===== config.mk =====
export PLATFORM = sky130hd
export DESIGN_NAME = episode_controller
export DESIGN_NICKNAME = d
export VERILOG_FILES = /design/src/rtl/episode_controller.sv
export SDC_FILE = /design/constraint.sdc
export NUM_CORES = 1
export LEC_CHECK = 0
export CAP_MARGIN = 25
export CORE_MARGIN = 2
export CORE_UTILIZATION = 24
export CTS_BUF_LIST = sky130_fd_sc_hd__clkbuf_4 sky130_fd_sc_hd__clkbuf_8
export DETAILED_ROUTE_END_ITERATION = 12
export GPL_TIMING_DRIVEN = 0
export PLACE_DENSITY = 0.52
export SETUP_SLACK_MARGIN = 0.2
export SKIP_CTS_REPAIR_TIMING = 1
export SLEW_MARGIN = 15
export SYNTH_ARGS = -nofsm -noshare
export SYNTH_HDL_FRONTEND = slang
export SYNTH_SLANG_ARGS = --single-unit

===== constraint.sdc =====
create_clock -name clk_i -period 4.3 [get_ports clk_i]
set_clock_uncertainty 0.2 [all_clocks]
set_input_delay 0.645 -clock clk_i [delete_from_list [all_inputs] [get_ports clk_i]]
set_output_delay 0.645 -clock clk_i [all_outputs]
set_load 0.02 [all_outputs]

===== src/rtl/episode_controller.sv =====
// Episode sequencer for the Q-learning gridworld: runs episodes, classifies outcomes, stops on streak or budget.
// Optional outcome counters are enabled by defining EPISODE_STATS_EN.
module episode_controller #(
    parameter int GRID_W         = 5,
    parameter int GRID_H         = 5,
    parameter int STATE_W        = 6,
    parameter int START_STATE    = 1,
    parameter int GOAL_STATE     = 25,
    parameter int MAX_STEPS      = 15,
    parameter int MAX_EPISODES   = 256,
    parameter int SUCCESS_STREAK = 4,
    localparam int N             = GRID_W * GRID_H,
    localparam int EP_W          = $clog2(MAX_EPISODES + 1)
) (
    input  logic               clk_i,
    input  logic               rst_ni,
    input  logic               run_i,
    input  logic [N-1:0]       hazard_map_i,
    input  logic               step_valid_i,
    input  logic [STATE_W-1:0] next_state_i,
    output logic [STATE_W-1:0] current_state_o,
    output logic               agent_start_o,
    output logic               agent_en_o,
    output logic               print_o,
    output logic [EP_W-1:0]    episode_o,
    output logic [7:0]         step_count_o,
    output logic               ep_end_o,
    output logic [1:0]         ep_result_o,
    output logic               finish_o,
    output logic               fail_o,
    output logic [EP_W-1:0]    goal_hits_o,
    output logic [EP_W-1:0]    hazard_hits_o,
    output logic [EP_W-1:0]    timeouts_o
);

    typedef enum logic [2:0] {IDLE, START, RUN, FINISH, FAIL} state_e;

    state_e             state_q, state_d;
    logic [STATE_W-1:0] curState_q, curState_d;
    logic [7:0]         stepCount_q, stepCount_d;
    logic [EP_W-1:0]    episode_q, episode_d;
    logic [3:0]         streak_q, streak_d;
    logic               epEnd_q, epEnd_d;
    logic [1:0]         epResult_q, epResult_d;
    logic               finish_q, finish_d;
    logic               fail_q, fail_d;

    logic isGoal, isHazard, isTimeout, mapHit;
    logic [3:0] streakNext;

    // Classify the presented next state; goal outranks hazard, which outranks timeout.
    always_comb begin
        mapHit = 1'b0;
        for (int i = 0; i < N; i++) begin
            if (int'(next_state_i) == i + 1 && hazard_map_i[i]) begin
                mapHit = 1'b1;
            end
        end
        isGoal     = (next_state_i == STATE_W'(GOAL_STATE));
        isHazard   = (next_state_i == '0) || (int'(next_state_i) > N) || mapHit;
        isTimeout  = ((stepCount_q + 8'd1) == 8'(MAX_STEPS));
        streakNext = isGoal ? (streak_q + 4'd1) : 4'd0;
    end

    always_comb begin
        state_d       = state_q;
        curState_d    = curState_q;
        stepCount_d   = stepCount_q;
        episode_d     = episode_q;
        streak_d      = streak_q;
        epEnd_d       = 1'b0;
        epResult_d    = epResult_q;
        finish_d      = finish_q;
        fail_d        = fail_q;
        agent_start_o = 1'b0;
        agent_en_o    = 1'b0;
        print_o       = 1'b0;
        case (state_q)
            IDLE: begin
                if (run_i) begin
                    state_d = START;
                end
            end
            START: begin
                agent_start_o = 1'b1;
                agent_en_o    = 1'b1;
                print_o       = 1'b1;
                curState_d    = STATE_W'(START_STATE);
                stepCount_d   = 8'd0;
                episode_d     = episode_q + EP_W'(1);
                state_d       = RUN;
            end
            RUN: begin
                agent_en_o = run_i;
                print_o    = 1'b1;
                // A low run freezes the episode entirely, including pending steps.
                if (run_i && step_valid_i) begin
                    curState_d  = next_state_i;
                    stepCount_d = stepCount_q + 8'd1;
                    if (isGoal || isHazard || isTimeout) begin
                        epEnd_d    = 1'b1;
                        epResult_d = isGoal ? 2'b00 : (isHazard ? 2'b01 : 2'b10);
                        streak_d   = streakNext;
                        if (streakNext == 4'(SUCCESS_STREAK)) begin
                            state_d  = FINISH;
                            finish_d = 1'b1;
                        end else if (episode_q == EP_W'(MAX_EPISODES)) begin
                            state_d = FAIL;
                            fail_d  = 1'b1;
                        end else begin
                            state_d = START;
                        end
                    end
                end
            end
            FINISH, FAIL: begin
            end
            default: state_d = IDLE;
        endcase
    end

    always_ff @(posedge clk_i) begin
        if (!rst_ni) begin
            state_q     <= IDLE;
            curState_q  <= STATE_W'(START_STATE);
            stepCount_q <= 8'd0;
            episode_q   <= '0;
            streak_q    <= 4'd0;
            epEnd_q     <= 1'b0;
            epResult_q  <= 2'b00;
            finish_q    <= 1'b0;
            fail_q      <= 1'b0;
        end else begin
            state_q     <= state_d;
            curState_q  <= curState_d;
            stepCount_q <= stepCount_d;
            episode_q   <= episode_d;
            streak_q    <= streak_d;
            epEnd_q     <= epEnd_d;
            epResult_q  <= epResult_d;
            finish_q    <= finish_d;
            fail_q      <= fail_d;
        end
    end

    assign current_state_o = curState_q;
    assign step_count_o    = stepCount_q;
    assign episode_o       = episode_q;
    assign ep_end_o        = epEnd_q;
    assign ep_result_o     = epResult_q;
    assign finish_o        = finish_q;
    assign fail_o          = fail_q;

`ifdef EPISODE_STATS_EN
    logic [EP_W-1:0] goalHits_q, hazardHits_q, timeouts_q;

    // Counters follow the registered ep_end pulse, so they lag it by one cycle and saturate.
    always_ff @(posedge clk_i) begin
        if (!rst_ni) begin
            goalHits_q   <= '0;
            hazardHits_q <= '0;
            timeouts_q   <= '0;
        end else if (epEnd_q) begin
            case (epResult_q)
                2'b00: if (goalHits_q != '1) goalHits_q <= goalHits_q + EP_W'(1);
                2'b01: if (hazardHits_q != '1) hazardHits_q <= hazardHits_q + EP_W'(1);
                2'b10: if (timeouts_q != '1) timeouts_q <= timeouts_q + EP_W'(1);
                default: ;
            endcase
        end
    end

    assign goal_hits_o   = goalHits_q;
    assign hazard_hits_o = hazardHits_q;
    assign timeouts_o    = timeouts_q;
`else
    assign goal_hits_o   = '0;
    assign hazard_hits_o = '0;
    assign timeouts_o    = '0;
`endif

endmodule

==> results.toml <==
[placement]
gp_congestion = 0.865
hpwlAfterDp_um = 4750
io_buffers = 64

[sta]
finalSetupViolCount = 0
max_freq_mhz = 344
period_minus_slack_ns = 2.91
rsz0062_at_grt = "no"
hold_viol = 0
relSlewSlack = 0.625
tightest_slew_ns = 0.562
tns_ns = 0
finalCritPeriodShare = 0.676
final_max_slew_viol_count = 0

[cells_and_area]
regArea_sq_um = 701
layout_commonest_cell = "clkdlybuf4s50_1"
num_antenna_cells = 0
layout.nets = 422
area_growth_syn_to_layout_pct = 43.5
drive_gt1_frac = 0.118
most-common-layout-cells = "64 x clkdlybuf4s50_1, 35 x dfxtp_1, 28 x nor2_1"
fillers = 993
multi_input_area_sq_um = 1330

[cts]
htree_levels = 2
clockBufferDepth = 2
cts_buffers = 5
cts_sinks = 35
cts-root-buf = "clkbuf_8"
cts_tree = "built"
insertion_delay_ns = 0.28
clk_pin_slew_ns = 0.07

[critical_path]
end_kind = "output pin"
crit_required_ns = 3.45
arrival_ns = 2.06
critical_path_peak_fanout = 7
start_kind = "flop"
path_class = "reg -> out"

[die]
ios = 93
std_cell_rows = 35
start_util = 0.244
core_area_sq_um = 9110
die_y_um = 100
die_w_um = 100
die_area_sq_um = 10000

[logic_synthesis]
yosys_warnings = 0
syn_area_per_cell_sq_um = 7.79
synth-edff-count = 0
yosysUniqueCellTypes = 50
synth_top_area_frac = 0.316
synth-seq-cells = 35
syn_area_sq_um = 2220
seq_area_frac_synth = 0.316
synth-main-ff-cell = "dfxtp_1"
async_flop_share = 0
netlist_instances = 285
synthTopCellsByArea = "dfxtp_1 32%, buf_4 9.1%, a21oi_1 5.4%"
synth_area_leader_cell = "dfxtp_1"

[detailed_routing]
drc = 0
drt-pass1-iter-count = 4
vias = 2221
routedWlPerCell_um = 12.4
drt-initial-drc-count = 74
routed_via_density = 4.51
ant_nets = 0
routed_wl_um = 6130

[grt]
grt_max_degree = 11
grt_pass1_wl_um = 9840
grt_overflow_total = 0
grt_usage = 0.122
first_global_vias = 2041
antenna_found_initial = 0

[hold_path]
holdCritPathClass = "reg -> reg"

[pwr]
ir_drop_mv = 0.114
p_leak_nw = 1.24
power_mw = 0.996
power_density_nw_per_um2 = 313

[run]
max-cap-violations = 0

[outcome]
outcome = "finished clean"
worst max-delay path, cell delays in order (launching register included):
cell and delay, ns:
dfxtp_1 0.37, nand2b_1 0.21, nor2_1 0.38, nand2_1 0.10, nand2_1 0.09, clkdlybuf4s50_1 0.62
logic make-up after synthesis:
family	count (synthesis)	share of synthesized area
and+or+nand+nor	124	0.298
AOI/OAI and AO/OA	59	0.166
buffers and inverters	46	0.129
DFF	35	0.316
xor gates and xnor gates	10	0.0395
adders and majority gates	5	0.0282
muxes	5	0.0225
other	1	0.00169
per-layer routing:
layer	vias up	GRT usage	routed length [um]
met5	-	0	0
met4	0	0.0306	36
met3	4	0.0313	393
met2	69	0.205	2850
met1	1004	0.157	2860
li1	1144	-	-
power breakdown:
group          switching (mW)  internal [mW]
clock network           0.116          0.126
registers              0.0260          0.346
logic                   0.226          0.156
total                   0.368          0.628
layout make-up:
class | instances | share of cell area
repair buffers | 64 | 0.201
clock buffers | 6 | 0.0259
clock inverters | 1 | 0.00157
multi-input cells | 230 | 0.418
plain buffers | 37 | 0.0790
flip-flops and latches | 35 | 0.220
inverters | 9 | 0.0106
well taps | 111 | 0.0436
sequential cells by signal, indices dropped and copies added (netlist names):
register         cells
episode_o            9
ep_result_o          2
finish_o             1
current_state_o      6
fail_o               1
ep_end_o             1
step_count_o         8
streak_q             4
state_q              3
synth_stat cells, types with 2 or more instances:
| cell | number |
|---|---|
| a31oi_1 | 4 |
| nor2b_1 | 3 |
| buf_2 | 3 |
| ha_1 | 5 |
| xnor2_1 | 3 |
| nand2b_1 | 6 |
| nor3_1 | 10 |
| clkbuf_1 | 6 |
| buf_4 | 27 |
| nor2_1 | 28 |
| nand2_1 | 27 |
| or3_1 | 2 |
| and3_1 | 4 |
| o21ai_0 | 13 |
| nor4b_1 | 4 |
| xor2_1 | 7 |
| o21ai_1 | 2 |
| mux2i_1 | 5 |
| inv_1 | 9 |
| nor3b_1 | 3 |
| o21a_1 | 2 |
| a21oi_1 | 24 |
| dfxtp_1 | 35 |
| nand3b_1 | 7 |
| and3b_1 | 2 |
| nand4_1 | 4 |
| nand3_1 | 16 |
| nor4_1 | 2 |
stage by stage:
stage          area, sq um  hold slack [ns]  cells  setup WS [ns]  utilization
2_1_floorplan         2320            0.260    311           1.80            -
3_3_place_gp          3100            0.239    486           1.19        0.340
3_5_place_dp          3100            0.250    486           1.18        0.340
4_1_cts               3180            0.268    493           1.38        0.350
5_1_grt               3180            0.289    493           1.24        0.350
6_report              3180            0.263    493           1.39        0.350
final timing paths:
check / from / endpoint / slack, ns / cells after the start
min: ep_result_o[0] / ep_result_o[0] / 0.26 / 2
min reg2reg: ep_result_o[0] / ep_result_o[0] / 0.26 / 2
max: state_q[0] / agent_en_o / 1.39 / 5
max reg2reg: step_count_o[0] / state_q[2] / 1.85 / 8
Note: power is estimated with default switching activity, not from simulation.
